--- src/rtl/neuron_sequencer_pkg.sv ---
// Shared state encodings, default sizing and width helpers for the neuron sequencer.
package neuron_sequencer_pkg;

   localparam int DEF_N_INPUTS    = 4;
   localparam int DEF_INPUT_BITS  = 3;
   localparam int DEF_WEIGHT_BITS = 3;
   localparam int DEF_N_NEURONS   = 8;
   localparam int DEF_THRESHOLD   = 16;

   typedef enum logic [2:0] {
      IDLE  = 3'd0,
      FETCH = 3'd1,
      MUL   = 3'd2,
      ACC   = 3'd3,
      OUT   = 3'd4
   } state_t;

   // Dot-product width: one lane product plus carry growth across the lanes.
   function automatic int sum_bits(int ib, int wb, int n);
      return ib + wb + $clog2(n);
   endfunction

endpackage

--- src/rtl/neuron_sequencer_if.sv ---
// Handshake bundle between the sequencer, its vector source, weight ROM and result consumer.
interface neuron_sequencer_if
   import neuron_sequencer_pkg::*;
#(
   parameter int N_INPUTS    = DEF_N_INPUTS,
   parameter int INPUT_BITS  = DEF_INPUT_BITS,
   parameter int WEIGHT_BITS = DEF_WEIGHT_BITS,
   parameter int N_NEURONS   = DEF_N_NEURONS
) ();
   localparam int SUM_BITS = sum_bits(INPUT_BITS, WEIGHT_BITS, N_INPUTS);
   localparam int AW       = $clog2(N_NEURONS);

   logic                            in_valid;
   logic                            in_ready;
   logic [N_INPUTS*INPUT_BITS-1:0]  in_vec;
   logic                            w_en;
   logic [AW-1:0]                   w_addr;
   logic [N_INPUTS*WEIGHT_BITS-1:0] w_data;
   logic                            out_valid;
   logic                            out_ready;
   logic [AW-1:0]                   out_idx;
   logic [SUM_BITS-1:0]             out_sum;
   logic                            out_fire;
   logic                            done;

   modport master (
      input  in_valid, in_vec, w_data, out_ready,
      output in_ready, w_en, w_addr, out_valid, out_idx, out_sum, out_fire, done
   );

   modport slave (
      output in_valid, in_vec, w_data, out_ready,
      input  in_ready, w_en, w_addr, out_valid, out_idx, out_sum, out_fire, done
   );

endinterface

--- src/rtl/multiplicant.sv ---
// Lane-wise unsigned multiplier, purely combinational; each product sits zero-extended in an
// INPUT_BITS*WEIGHT_BITS field at the same lane position as its operands.
module multiplicant
   import neuron_sequencer_pkg::*;
#(
   parameter int N_INPUTS    = DEF_N_INPUTS,
   parameter int INPUT_BITS  = DEF_INPUT_BITS,
   parameter int WEIGHT_BITS = DEF_WEIGHT_BITS
) (
   input  logic [N_INPUTS*INPUT_BITS-1:0]             a,
   input  logic [N_INPUTS*WEIGHT_BITS-1:0]            b,
   output logic [N_INPUTS*INPUT_BITS*WEIGHT_BITS-1:0] prod
);
   localparam int PW = INPUT_BITS * WEIGHT_BITS;

   for (genvar g = 0; g < N_INPUTS; g++) begin : g_lane
      assign prod[g*PW +: PW] = PW'(a[g*INPUT_BITS +: INPUT_BITS]) * PW'(b[g*WEIGHT_BITS +: WEIGHT_BITS]);
   end

endmodule

--- src/rtl/neuron_sequencer.sv ---
// Evaluates N_NEURONS dot products of one latched vector against ROM weights, 4 cycles per neuron
// (FETCH, MUL, ACC, OUT); results are held in OUT until out_ready, stalling the whole sequence.
module neuron_sequencer
   import neuron_sequencer_pkg::*;
#(
   parameter int N_INPUTS    = DEF_N_INPUTS,
   parameter int INPUT_BITS  = DEF_INPUT_BITS,
   parameter int WEIGHT_BITS = DEF_WEIGHT_BITS,
   parameter int N_NEURONS   = DEF_N_NEURONS,
   parameter int THRESHOLD   = DEF_THRESHOLD
) (
   input logic               clk,
   input logic               rst_n,
   neuron_sequencer_if.master bus
);
   localparam int SUM_BITS = sum_bits(INPUT_BITS, WEIGHT_BITS, N_INPUTS);
   localparam int AW       = $clog2(N_NEURONS);
   localparam int PB       = INPUT_BITS + WEIGHT_BITS;
   localparam int PW       = INPUT_BITS * WEIGHT_BITS;

   state_t                         state, state_nx;
   logic [AW-1:0]                  idx;
   logic [N_INPUTS*INPUT_BITS-1:0] vec_q;
   logic [N_INPUTS*PW-1:0]         prod_all;
   logic [PB-1:0]                  prod_q [N_INPUTS];
   logic [SUM_BITS-1:0]            sum_q, sum_c;
   logic                           fire_q, done_q, last;
   logic [N_INPUTS*(PW-PB)-1:0]    prod_unused;

   assign last = (idx == AW'(N_NEURONS - 1));

   multiplicant #(
      .N_INPUTS   (N_INPUTS),
      .INPUT_BITS (INPUT_BITS),
      .WEIGHT_BITS(WEIGHT_BITS)
   ) u_mult (
      .a   (vec_q),
      .b   (bus.w_data),
      .prod(prod_all)
   );

   // A product never needs more than PB bits; the rest of each field is always zero.
   for (genvar g = 0; g < N_INPUTS; g++) begin : g_hi
      assign prod_unused[g*(PW-PB) +: (PW-PB)] = prod_all[g*PW+PB +: (PW-PB)];
   end

   always_ff @(posedge clk) begin
      if (!rst_n) state <= IDLE;
      else        state <= state_nx;
   end

   always_comb begin
      state_nx = state;
      case (state)
         IDLE:    if (bus.in_valid) state_nx = FETCH;
         FETCH:   state_nx = MUL;
         MUL:     state_nx = ACC;
         ACC:     state_nx = OUT;
         OUT:     if (bus.out_ready) state_nx = last ? IDLE : FETCH;
         default: state_nx = IDLE;
      endcase
   end

   always_comb begin
      bus.in_ready  = (state == IDLE);
      bus.w_en      = (state == FETCH);
      bus.out_valid = (state == OUT);
      bus.w_addr    = idx;
      bus.out_idx   = idx;
      bus.out_sum   = sum_q;
      bus.out_fire  = fire_q;
      bus.done      = done_q;
   end

   always_comb begin
      sum_c = '0;
      for (int i = 0; i < N_INPUTS; i++) sum_c = sum_c + SUM_BITS'(prod_q[i]);
   end

   always_ff @(posedge clk) begin
      if (!rst_n) begin
         idx    <= '0;
         vec_q  <= '0;
         sum_q  <= '0;
         fire_q <= 1'b0;
         done_q <= 1'b0;
         for (int i = 0; i < N_INPUTS; i++) prod_q[i] <= '0;
      end else begin
         done_q <= 1'b0;
         case (state)
            IDLE: if (bus.in_valid) begin
               vec_q <= bus.in_vec;
               idx   <= '0;
            end
            MUL: for (int i = 0; i < N_INPUTS; i++) prod_q[i] <= prod_all[i*PW +: PB];
            ACC: begin
               sum_q  <= sum_c;
               fire_q <= (sum_c >= SUM_BITS'(THRESHOLD));
            end
            OUT: if (bus.out_ready) begin
               if (last) done_q <= 1'b1;
               else      idx    <= idx + 1'b1;
            end
            default: ;
         endcase
      end
   end

endmodule

--- src/flat_wrapper.sv ---
// flat-port wrapper written by rule: the top's interface ports become plain ports
module neuron_sequencer_flat import neuron_sequencer_pkg::*;
#(
   parameter int N_INPUTS    = DEF_N_INPUTS,
   parameter int INPUT_BITS  = DEF_INPUT_BITS,
   parameter int WEIGHT_BITS = DEF_WEIGHT_BITS,
   parameter int N_NEURONS   = DEF_N_NEURONS,
   parameter int THRESHOLD   = DEF_THRESHOLD
)
  (clk, rst_n, bus_in_valid, bus_in_vec, bus_w_data, bus_out_ready, bus_in_ready, bus_w_en, bus_w_addr, bus_out_valid, bus_out_idx, bus_out_sum, bus_out_fire, bus_done);
  neuron_sequencer_if #(.N_INPUTS(N_INPUTS), .INPUT_BITS(INPUT_BITS), .WEIGHT_BITS(WEIGHT_BITS), .N_NEURONS(N_NEURONS)) bus_i ();
  input logic clk;
  input logic rst_n;
  input wire logic [$bits(bus_i.in_valid)-1:0] bus_in_valid;
  input wire logic [$bits(bus_i.in_vec)-1:0] bus_in_vec;
  input wire logic [$bits(bus_i.w_data)-1:0] bus_w_data;
  input wire logic [$bits(bus_i.out_ready)-1:0] bus_out_ready;
  output wire logic [$bits(bus_i.in_ready)-1:0] bus_in_ready;
  output wire logic [$bits(bus_i.w_en)-1:0] bus_w_en;
  output wire logic [$bits(bus_i.w_addr)-1:0] bus_w_addr;
  output wire logic [$bits(bus_i.out_valid)-1:0] bus_out_valid;
  output wire logic [$bits(bus_i.out_idx)-1:0] bus_out_idx;
  output wire logic [$bits(bus_i.out_sum)-1:0] bus_out_sum;
  output wire logic [$bits(bus_i.out_fire)-1:0] bus_out_fire;
  output wire logic [$bits(bus_i.done)-1:0] bus_done;
  assign bus_i.in_valid = bus_in_valid;
  assign bus_i.in_vec = bus_in_vec;
  assign bus_i.w_data = bus_w_data;
  assign bus_i.out_ready = bus_out_ready;
  assign bus_in_ready = bus_i.in_ready;
  assign bus_w_en = bus_i.w_en;
  assign bus_w_addr = bus_i.w_addr;
  assign bus_out_valid = bus_i.out_valid;
  assign bus_out_idx = bus_i.out_idx;
  assign bus_out_sum = bus_i.out_sum;
  assign bus_out_fire = bus_i.out_fire;
  assign bus_done = bus_i.done;
  neuron_sequencer #(.N_INPUTS(N_INPUTS), .INPUT_BITS(INPUT_BITS), .WEIGHT_BITS(WEIGHT_BITS), .N_NEURONS(N_NEURONS), .THRESHOLD(THRESHOLD)) u_core (.clk(clk), .rst_n(rst_n), .bus(bus_i));
endmodule
--- config.mk ---
export PLATFORM = sky130hd
export DESIGN_NAME = neuron_sequencer_flat
export DESIGN_NICKNAME = d
export VERILOG_FILES = /design/src/rtl/neuron_sequencer_pkg.sv /design/src/rtl/neuron_sequencer_if.sv /design/src/rtl/multiplicant.sv /design/src/rtl/neuron_sequencer.sv /design/src/flat_wrapper.sv
export SDC_FILE = /design/constraint.sdc
export NUM_CORES = 1
export LEC_CHECK = 0
export ABC_CLOCK_PERIOD_IN_PS = 3250
export BUFFER_PORTS_ARGS = -buffer_cell sky130_fd_sc_hd__clkbuf_2
export CAP_MARGIN = 5
export CORE_ASPECT_RATIO = 1.75
export CORE_MARGIN = 2
export CORE_UTILIZATION = 40
export CTS_BUF_LIST = sky130_fd_sc_hd__clkbuf_8 sky130_fd_sc_hd__clkbuf_16
export DETAILED_ROUTE_END_ITERATION = 6
export PLACE_DENSITY = 0.68
export SLEW_MARGIN = 40
export SYNTH_ARGS = -nofsm -noshare
export SYNTH_HDL_FRONTEND = slang
export SYNTH_SLANG_ARGS = --single-unit
--- constraint.sdc ---
create_clock -name clk -period 3.25 [get_ports clk]
set_input_delay 0.4875 -clock clk [delete_from_list [all_inputs] [get_ports clk]]
set_output_delay 0.4875 -clock clk [all_outputs]
set_load 0.01 [all_outputs]
==> results.txt, run 1 <==
----------------------------------------------------
[Timing]
  Maximum clock frequency ... 0.326 GHz
  Final slew viol count ... 0
  Final-layout setup total negative slack ... 0 ps
  Total count of hold-check failures in the final report ... 0
  Post-route clock skew ... 2.81 ps
  Worst hold margin ... roughly 420 ps
  Max-slew headroom at the worst pin ... 0.537
  Min Clock Period, post-route ... 3070 ps
  Worst-Margin Slew ... 692 ps
  Tcrit/Tclk final ... 0.945
  Setup slack of the critical path after layout ... 178 ps
  Final setup violation count ... 0

[Critical path]
  Startpoint kind of the worst setup timing path ... flip-flop
  Worst Path Class, Setup ... reg -> reg
  Kind of end point of the critical path ... flip-flop
  Setup slack of the worst register-to-register path ... 180 ps
  Maximum net fanout on the critical path ... 4
  Start of the worst register-to-register path ... u_core.prod_q[1][0]
  Arr. time, crit path ... roughly 3300 ps
  CP startpoint ... u_core.prod_q[1][0]
  Data required time of the worst path ... about 3400 ps

[Place]
  Area after DPL ... 3740 sq um
  Pre-CTS WS ... 33.7 ps
  Gpl congestion ... 0.835
  Estimated wirelength of the detail-placed design ... 5.03 mm
  Input/output buffers ... 46

[CTS]
  CTS buffer count ... 5
  Insertion delay of the later-clocked pin in the worst-skew pair ... 290 ps
  Worst-path clk slew ... 70 ps
  Maximum clock path buffer count ... 2
  TritonCTS clock tree ... yes
  Root buffer selected by CTS ... sky130_fd_sc_hd__clkbuf_16
  Count of clock tree sinks ... 52
  Max H-tree Level ... 2

[Pwr]
  Largest vdd supply drop ... around 240 uV
  Static leakage ... 1.86 nW
  Total power divided by cell area ... around 430 nW/um^2

[Route]
  Number of routed nets with antenna violations ... 0
  Vias post-DR ... 2381
  Detail-routed via count per cell ... 4.71
  DRC marker count from the first detailed-route iteration ... 44
  Final wirelength ... slightly above 6 mm
  Detailed-routing iteration count for the pre-antenna-repair pass ... 4
  Wire per inst ... between 10 and 15 um
  Number of design rule violations left after detail routing ... 0

[Cells and area]
  Fraction of final layout cells sized beyond drive strength 1 ... 0.215
  Core occupancy in the finished layout ... 0.473
  Final net count ... roughly 470
  Area of all placed cells without fillers ... between 3000 and 4000 sq um
  Area growth syn-to-layout ... 14.0%
  Most common library cell in the layout ignoring fill and taps ... sky130_fd_sc_hd__clkbuf_2
  Top library cells by usage in the layout, fill and taps aside ... sky130_fd_sc_hd__clkbuf_2 (46), sky130_fd_sc_hd__nand2_1 (45), sky130_fd_sc_hd__inv_1 (39), sky130_fd_sc_hd__and2_1 (33), sky130_fd_sc_hd__ha_1 (32)
  Count of inserted antenna diode cells ... 0
  Fill cell count ... 807

[Die]
  Chip Height ... roughly 130 um
  FP Rows ... 44
  Number of ports placed on the die boundary ... 47
  Die Wd ... 74.2 um
  Area of the core ... approximately 8300 sq um
  Die area ... ~9400 sq um
  Effective utilization at floorplan ... 0.415

[Global route]
  Global-route wire length before repair ... 10.3 mm
  Antenna violations before repair ... 0
  Residual overflow from global routing ... 0
  Tot GR Track Use ... 0.141
  Pin count of the biggest net entering global routing ... 31
  Via count of the first global-routing pass ... 2369

[Run]
  Max capacitance violation total ... 0

[Synth]
  Number of enable flip-flop cells after synthesis ... 24
  Ys flop type ... sky130_fd_sc_hd__dfxtp_1
  Async set-or-reset flop fraction in the synthesized netlist ... 0
  Post-synth cell types ... 42
  Largest area contributor in the synthesized netlist ... sky130_fd_sc_hd__edfxtp_1
  Netlist area before placement ... 3450 sq um
  Net Count, Synth ... 426
  Number of synthesis warnings ... 0
  Share of synthesized area occupied by flip-flops and latches ... 0.372
  Post-Syn Instances ... between 300 and 400
  Per-instance average area after synthesis ... 9.91 sq um
  Register bit count reported by yosys ... 52
  Largest cells by area after synthesis ... sky130_fd_sc_hd__edfxtp_1 (21%), sky130_fd_sc_hd__dfxtp_1 (16%), sky130_fd_sc_hd__ha_1 (12%)
  Top cell type's share of synthesized area ... 0.209

[Run status]
  Outcome ... completed

[Hold path]
  Start point of the worst hold path ... bus_in_vec[7]
  Path category of the worst min-delay check ... in -> reg

----------------------------------------------------
-- per-layer routing --
metal	vias to the layer above	wire, um	GRT usage
li1	1223	-	-
met2	33	3570	0.280
met1	1119	2180	0.137
met4	0	115	0.0545
met3	6	160	0.0222
met5	-	0	0
-- worst max-delay path: stages (launching register included) --
cell and delay, ps:
sky130_fd_sc_hd__edfxtp_1 380, sky130_fd_sc_hd__ha_2 210, sky130_fd_sc_hd__fa_2 350, sky130_fd_sc_hd__a21o_1 200, sky130_fd_sc_hd__a21oi_2 180, sky130_fd_sc_hd__xor2_1 100, sky130_fd_sc_hd__fa_1 480, sky130_fd_sc_hd__inv_1 40
sky130_fd_sc_hd__ha_1 350, sky130_fd_sc_hd__nor2_2 150, sky130_fd_sc_hd__a21oi_2 40, sky130_fd_sc_hd__xor2_1 170, sky130_fd_sc_hd__and4b_1 240, sky130_fd_sc_hd__o22ai_1 60
-- worst paths after layout --
path	endpoint	cells after the start
setup / recovery	u_core.bus.out_fire	13
hold / removal	u_core.vec_q[7]	3
setup reg to reg	u_core.bus.out_fire	13
hold reg to reg	u_core.bus.out_sum[3]	2
-- final cells by class --
class,count,area [sq um],area share
sequential,52,1280,0.326
clock inverter,2,10.0,0.00255
timing repair buffer,48,245,0.0624
inverter,40,150,0.0382
tap,115,144,0.0366
clock buffer,6,139,0.0353
multi-input combinational,243,1960,0.499
-- registers in the layout, indices dropped and copies added (netlist names) --
register,flops
u_core.bus.done,1
u_core.bus.out_fire,1
u_core.bus.out_idx,3
u_core.bus.out_sum,8
u_core.prod_q,24
u_core.state,3
u_core.vec_q,12
-- through the flow --
stage	power, mW	std cells
finish	1.70	506
global placement	1.13	497
detailed placement	1.15	497
global route	1.80	506
CTS	1.68	505
floorplan	1.05	348
-- what timing repair did --
item	CTS	global route
hold buffers	0	0
buffers inserted	0	1
setup endpoints to repair	0	5
resized for setup	0	11
-- Yosys cell counts, drive strengths merged (2+ instances only) --
library cell / n
a21boi: 16
a21o: 6
a21oi: 12
a22oi: 2
and2: 34
and3: 4
and3b: 2
buf: 10
clkbuf: 3
dfxtp: 28
edfxtp: 24
fa: 16
ha: 34
inv: 40
nand2: 45
nand2b: 6
nand3: 4
nor2: 21
nor2b: 6
nor3b: 3
o21ai: 11
o21bai: 2
xnor2: 3
xor2: 8
-- report_power, final --
part	total [mW]	internal (mW)	leakage [nW]	switching, mW
clock network	0.537	0.304	0.0766	0.233
logic	0.411	0.187	1.30	0.224
registers	0.751	0.723	0.479	0.0277
total	1.70	1.21	1.86	0.485
-- cells by family after synthesis --
family                     count (synthesis)  synth area share
AOI/OAI and AO/OA                         53             0.112
xor gates and xnor gates                  11            0.0280
adders and majority gates                 50             0.216
buffers and inverters                     53            0.0697
DFF                                       52             0.372
muxes                                      1           0.00290
and+or+nand+nor                          128             0.200
Power figures use the tool's default switching activity.
==> run 2, diff against run 1 <==
--- a/config.mk
+++ b/config.mk
@@ -5,7 +5,7 @@
 export SDC_FILE = /design/constraint.sdc
 export NUM_CORES = 1
 export LEC_CHECK = 0
-export ABC_CLOCK_PERIOD_IN_PS = 3250
+export ABC_CLOCK_PERIOD_IN_PS = 3700
 export BUFFER_PORTS_ARGS = -buffer_cell sky130_fd_sc_hd__clkbuf_2
 export CAP_MARGIN = 5
 export CORE_ASPECT_RATIO = 1.75
@@ -13,7 +13,8 @@
 export CORE_UTILIZATION = 40
 export CTS_BUF_LIST = sky130_fd_sc_hd__clkbuf_8 sky130_fd_sc_hd__clkbuf_16
 export DETAILED_ROUTE_END_ITERATION = 6
-export PLACE_DENSITY = 0.68
+export PLACE_DENSITY = 0.66
+export SETUP_SLACK_MARGIN = 0.4
 export SLEW_MARGIN = 40
 export SYNTH_ARGS = -nofsm -noshare
 export SYNTH_HDL_FRONTEND = slang
==> constraint.sdc (replaced) <==
create_clock -name clk -period 3.7 [get_ports clk]
set_input_delay 0.555 -clock clk [delete_from_list [all_inputs] [get_ports clk]]
set_output_delay 0.555 -clock clk [all_outputs]
set_load 0.01 [all_outputs]
==> run 2 against run 1 <==
Setup slack gained 380 ps. Die area is the same. Critical path type unchanged. Core utilization shrank 0.090 points. Final area shrank 0.19%. Worst hold slack gained 40 ps. Largest cell class unchanged. Cell count shrank 0.20%. Combinational power shrank 15%. Maximum frequency shrank 2.3%. Clock-buffer cell count shrank 1. Sequential power shrank 12%. First-iteration DRC count grew 64%.
==> results.txt, run 2 (same netlist as run 1, synthesis figures left out) <==
----------------------------------------------------
[Global route]
  Via count of the first global-routing pass ... 2312
  Antenna violations before repair ... 0
  Residual overflow from global routing ... 0
  Pin count of the biggest net entering global routing ... 31
  Global-route wire length before repair ... 10.3 mm
  Tot GR Track Use ... 0.144

[Critical path]
  Worst Path Class, Setup ... reg -> reg
  Capture point of the worst path ... u_core.bus.out_fire
  Start of the worst register-to-register path ... u_core.prod_q[1][0]
  Worst reg-to-reg path cell count ... 13
  Capture instance of the worst register-to-register path ... u_core.bus.out_fire
  Startpoint kind of the worst setup timing path ... flip-flop
  Kind of end point of the critical path ... flip-flop
  Maximum net fanout on the critical path ... 4
  Arr. time, crit path ... 3320 ps
  Setup slack of the worst register-to-register path ... around 550 ps
  Data required time of the worst path ... between 3000 and 4000 ps
  CP startpoint ... u_core.prod_q[1][0]

[Timing]
  Worst hold margin ... about 460 ps
  Setup slack of the critical path after layout ... 555 ps
  Worst-Margin Slew ... around 710 ps
  Final slew viol count ... 0
  Max-slew headroom at the worst pin ... 0.527
  RSZ-0062 raised after global routing ... no
  Maximum clock frequency ... 0.318 GHz
  Post-route clock skew ... between 6 and 7 ps
  Final setup violation count ... 0
  Total count of hold-check failures in the final report ... 0
  Tcrit/Tclk final ... 0.850
  Min Clock Period, post-route ... 3150 ps
  Final-layout setup total negative slack ... 0 ps

[Hold path]
  Path category of the worst min-delay check ... reg -> reg

[Die]
  Die area ... 9410 sq um
  Effective utilization at floorplan ... 0.415
  FP Rows ... 44
  Chip Height ... 127 um
  Area of the core ... 8310 sq um
  Number of ports placed on the die boundary ... 47
  Die Wd ... 74.2 um

[Run status]
  Outcome ... completed

[Pwr]
  Largest vdd supply drop ... 199 uV
  Static leakage ... 1.84 nW
  Total power divided by cell area ... 375 nW/um^2

[CTS]
  Count of clock tree sinks ... 52
  Worst-path clk slew ... around 70 ps
  Max H-tree Level ... 2
  CTS buffer count ... 5
  TritonCTS clock tree ... yes
  Number of hold buffers added after CTS ... 0
  Insertion delay of the later-clocked pin in the worst-skew pair ... 300 ps
  Root buffer selected by CTS ... sky130_fd_sc_hd__clkbuf_16
  Maximum clock path buffer count ... 2

[Cells and area]
  Footprint of the multi-input gates ... a little under 2000 sq um
  Register ranked first by flip-flop count ... u_core.prod_q
  Area growth syn-to-layout ... 13.8%
  Non-filler cells, final ... 505
  FF/Latch Area ... 1280 sq um
  Fill cell count ... 812
  Fraction of final layout cells sized beyond drive strength 1 ... 0.208
  Count of inserted antenna diode cells ... 0
  Most common library cell in the layout ignoring fill and taps ... sky130_fd_sc_hd__clkbuf_2
  Top library cells by usage in the layout, fill and taps aside ... sky130_fd_sc_hd__clkbuf_2 (46), sky130_fd_sc_hd__nand2_1 (45), sky130_fd_sc_hd__inv_1 (39), sky130_fd_sc_hd__and2_1 (33), sky130_fd_sc_hd__ha_1 (32)
  Max reg flops ... 24
  Final net count ... ~470

[Route]
  Post-route met1 wirelength ... ~2.3 mm
  DR WL met2 ... 3.61 mm
  Wire per inst ... between 10 and 15 um
  Detail-routed via count per cell ... 4.70
  Final wirelength ... 6.26 mm
  Number of routed nets with antenna violations ... 0
  Detailed-routing iteration count for the pre-antenna-repair pass ... 4
  DRC marker count from the first detailed-route iteration ... 72
  Met3 wirelength from detailed routing ... approximately 180 um
  Top Layer Used ... met4
  Vias post-DR ... 2375
  Number of design rule violations left after detail routing ... 0

[Place]
  Number of cells after detailed placement ... 496
  Input/output buffers ... 46
  Estimated wirelength of the detail-placed design ... 5.09 mm
  Gpl congestion ... between 0.8 and 0.9
  Pre-CTS WS ... roughly 450 ps

[Run]
  Max capacitance violation total ... 0

----------------------------------------------------
## run 2: final cells by class
type	count	area share
multi-input combinational	243	0.501
inverter	40	0.0383
clock buffer	5	0.0319
sequential	52	0.327
clock inverter	3	0.00478
tap	115	0.0367
timing repair buffer	47	0.0606
## run 2: stage by stage
step	utilization	total power, mW	instance area, sq um
2_1_floorplan	-	0.925	3450
4_1_cts	0.468	1.47	3890
5_1_grt	0.472	1.55	3920
3_3_place_gp	0.449	0.992	3730
6_report	0.472	1.47	3920
3_5_place_dp	0.450	1.01	3740
## run 2: critical path, stage by stage (launching register included)
cell                       delay (ps)
sky130_fd_sc_hd__edfxtp_1         390
sky130_fd_sc_hd__ha_2             220
sky130_fd_sc_hd__fa_2             370
sky130_fd_sc_hd__a21o_1           200
sky130_fd_sc_hd__a21oi_2          170
sky130_fd_sc_hd__xor2_1           100
sky130_fd_sc_hd__fa_1             480
sky130_fd_sc_hd__inv_1             40
sky130_fd_sc_hd__ha_1             340
sky130_fd_sc_hd__o21ai_0          200
sky130_fd_sc_hd__a21oi_1           60
sky130_fd_sc_hd__o21ai_1          160
sky130_fd_sc_hd__and4b_1          230
sky130_fd_sc_hd__o22ai_1           70
## run 2: power breakdown
| group | internal (mW) | total [mW] | switching, mW |
|---|---|---|---|
| Clock | 0.249 | 0.460 | 0.211 |
| Sequential | 0.636 | 0.661 | 0.0250 |
| Combinational | 0.154 | 0.349 | 0.195 |
| Total | 1.04 | 1.47 | 0.431 |
## run 2: worst min-delay path by stage
stage | start | endpoint | depth (start not counted)
after floorplan | u_core.vec_q[7] | u_core.vec_q[7] | 2
after global placement | u_core.bus.out_sum[3] | u_core.bus.out_sum[3] | 2
after detailed placement | u_core.bus.out_sum[0] | u_core.bus.out_sum[0] | 2
after CTS | u_core.bus.out_sum[0] | u_core.bus.out_sum[0] | 2
after global routing | u_core.bus.out_sum[3] | u_core.bus.out_sum[3] | 2
final | u_core.bus.out_sum[0] | u_core.bus.out_sum[0] | 2
## run 2: repair_timing
| action | in CTS | in global routing |
|---|---|---|
| hold endpoints to repair | 0 | 0 |
| pin swaps | 0 | 1 |
| endpoints found under the setup margin | 1 | 3 |
| setup buffers | 0 | 1 |
| gates resized for setup | 1 | 9 |
## run 2: layer usage
metal	GRT usage	vias up
met5	0	-
met4	0.0749	0
li1	-	1219
met2	0.273	41
met1	0.141	1104
met3	0.0246	11
==> run 3, diff against run 2 <==
--- a/config.mk
+++ b/config.mk
@@ -18,4 +18,5 @@
 export SLEW_MARGIN = 40
 export SYNTH_ARGS = -nofsm -noshare
 export SYNTH_HDL_FRONTEND = slang
+export SYNTH_HIERARCHICAL = 1
 export SYNTH_SLANG_ARGS = --single-unit
==> run 3 against run 2 <==
Sequential share of layout area up 1.3 points. Core utilization fell by 1.3 points. Routed wire length shrank 5.1%. Global-route usage is 0.093 points higher.
==> results.txt, run 3 <==
----------------------------------------------------
[Hold path]
  Hold-critical path endpoint ... u_core/bus.out_sum[4]
  Cell depth of the worst min-delay path ... 2
  Path category of the worst min-delay check ... reg -> reg
  Start point of the worst hold path ... u_core/bus.out_sum[4]

[Timing]
  Min Clock Period, post-route ... 3040 ps
  Final slew viol count ... 0
  Final-layout setup total negative slack ... 0 ps
  Maximum clock frequency ... 0.328 GHz
  RSZ-0062 raised after global routing ... no
  Worst-Margin Slew ... 706 ps
  Post-route clock skew ... around 4.2 ps
  Setup slack of the critical path after layout ... 656 ps
  Total count of hold-check failures in the final report ... 0
  Tcrit/Tclk final ... 0.823
  Final setup violation count ... 0
  Max-slew headroom at the worst pin ... 0.527

[Critical path]
  Kind of end point of the critical path ... flip-flop
  Worst reg-to-reg path cell count ... 12
  Arr. time, crit path ... between 3000 and 4000 ps
  Startpoint kind of the worst setup timing path ... flip-flop
  Start of the worst register-to-register path ... u_core/prod_q[3][1]
  Setup slack of the worst register-to-register path ... 660 ps
  Capture instance of the worst register-to-register path ... u_core/bus.out_fire
  Data required time of the worst path ... 3860 ps
  Maximum net fanout on the critical path ... 3
  Worst Path Class, Setup ... reg -> reg

[Route]
  Wire per inst ... 12.4 um
  DRC marker count from the first detailed-route iteration ... 60
  Detailed-routing iteration count for the pre-antenna-repair pass ... 4
  Detail-routed via count per cell ... just under 5
  Number of routed nets with antenna violations ... 0
  Number of design rule violations left after detail routing ... 0
  Vias post-DR ... 2339
  Final wirelength ... 5.94 mm

[Synth]
  Netlist area before placement ... 3330 sq um
  Net Count, Synth ... around 420
  Number of synthesis warnings ... 6
  Post-Syn Instances ... about 340
  Per-instance average area after synthesis ... just under 10 sq um

[Place]
  Input/output buffers ... 46
  Estimated wirelength of the detail-placed design ... 4.92 mm
  Gpl congestion ... 0.834
  Pre-CTS WS ... 625 ps

[Pwr]
  Static leakage ... 1.80 nW
  Final total power ... 1.61 mW
  Total power divided by cell area ... 427 nW/um^2
  Largest vdd supply drop ... 379 uV

[Cells and area]
  Fraction of final layout cells sized beyond drive strength 1 ... 0.156
  Fill cell count ... 771
  Top library cells by usage in the layout, fill and taps aside ... sky130_fd_sc_hd__and2_1 (55), sky130_fd_sc_hd__nand2_1 (48), sky130_fd_sc_hd__clkbuf_2 (46), sky130_fd_sc_hd__inv_1 (41), sky130_fd_sc_hd__ha_1 (29)
  Final net count ... 461
  Area growth syn-to-layout ... 13.1%
  Count of inserted antenna diode cells ... 0
  Register ranked first by flip-flop count ... u_core/prod_q
  Max reg flops ... 24
  Most common library cell in the layout ignoring fill and taps ... sky130_fd_sc_hd__and2_1

[Die]
  Number of ports placed on the die boundary ... 47
  Die area ... 9100 sq um
  Chip Height ... around 120 um
  Effective utilization at floorplan ... 0.406
  Area of the core ... 8200 sq um
  FP Rows ... 44
  Die Wd ... 73.0 um

[Global route]
  Residual overflow from global routing ... 0
  Tot GR Track Use ... 0.145
  Via count of the first global-routing pass ... 2412
  Global-route wire length before repair ... between 10 and 15 mm
  Antenna violations before repair ... 0
  Pin count of the biggest net entering global routing ... 26

[Run status]
  Outcome ... completed

[CTS]
  Worst-path clk slew ... 70 ps
  Maximum clock path buffer count ... 2
  Number of hold buffers added after CTS ... 0
  Resized cells post-CTS ... 0
  Count of clock tree sinks ... 52
  Insertion delay of the later-clocked pin in the worst-skew pair ... 290 ps
  Max H-tree Level ... 2
  CTS buffer count ... 5
  TritonCTS clock tree ... yes
  Number of buffers inserted to repair setup after CTS ... 0
  Root buffer selected by CTS ... sky130_fd_sc_hd__clkbuf_16

[Run]
  Max capacitance violation total ... 0

----------------------------------------------------
==> run 3: worst max-delay path by stage <==
stage / slack [ps] / startpoint / endpoint / cells past startpoint
5_1_grt: 470 / u_core/prod_q[3][1] / u_core/bus.out_fire / 12
3_3_place_gp: 700 / u_core/prod_q[3][1] / u_core/bus.out_fire / 12
6_report: 660 / u_core/prod_q[3][1] / u_core/bus.out_fire / 12
3_5_place_dp: 630 / u_core/prod_q[3][1] / u_core/bus.out_fire / 12
4_1_cts: 630 / u_core/prod_q[3][1] / u_core/bus.out_fire / 12
2_1_floorplan: 790 / u_core/prod_q[3][1] / u_core/bus.out_fire / 12
==> run 3: critical path, cell delays in order, from the launching register on <==
cell                       delay [ps]
sky130_fd_sc_hd__edfxtp_1         320
sky130_fd_sc_hd__inv_1             50
sky130_fd_sc_hd__fa_1             520
sky130_fd_sc_hd__inv_1             50
sky130_fd_sc_hd__fa_1             510
sky130_fd_sc_hd__ha_1             170
sky130_fd_sc_hd__inv_1             60
sky130_fd_sc_hd__fa_1             360
sky130_fd_sc_hd__nand2b_1         200
sky130_fd_sc_hd__a21oi_4          180
sky130_fd_sc_hd__mux2i_1          100
sky130_fd_sc_hd__o41ai_2          270
sky130_fd_sc_hd__o22ai_1          110
==> run 3: final cells by class <==
| type | instances | area [sq um] | area share |
|---|---|---|---|
| Inverter | 42 | 158 | 0.0418 |
| Clock buffer | 5 | 125 | 0.0332 |
| Tap cell | 92 | 115 | 0.0306 |
| Multi-Input combinational cell | 237 | 1820 | 0.482 |
| Timing Repair Buffer | 46 | 230 | 0.0611 |
| Clock inverter | 3 | 42.5 | 0.0113 |
| Sequential cell | 52 | 1280 | 0.340 |
==> run 3: per-stage QoR <==
step | std cells | utilization | hold slack [ps] | cell area [sq um]
after floorplan | 344 | - | 449 | 3330
after global placement | 469 | 0.439 | 442 | 3600
after detailed placement | 469 | 0.439 | 456 | 3600
after CTS | 477 | 0.459 | 466 | 3770
after global routing | 477 | 0.459 | 490 | 3770
final | 477 | 0.459 | 458 | 3770
==> run 3: where the power goes <==
group	internal, mW	switching [mW]	leakage, nW
combinational	0.170	0.241	1.24
sequential	0.645	0.0296	0.480
clock	0.318	0.204	0.0798
total	1.13	0.475	1.80
==> run 3: layer usage <==
metal / global-route usage / wire [um] / share of wire
met1: 0.143 / 2130 / 0.36
met2: 0.279 / 3490 / 0.59
met3: 0.0218 / 139 / 0.023
met4: 0.0654 / 174 / 0.029
met5: 0 / 0 / 0
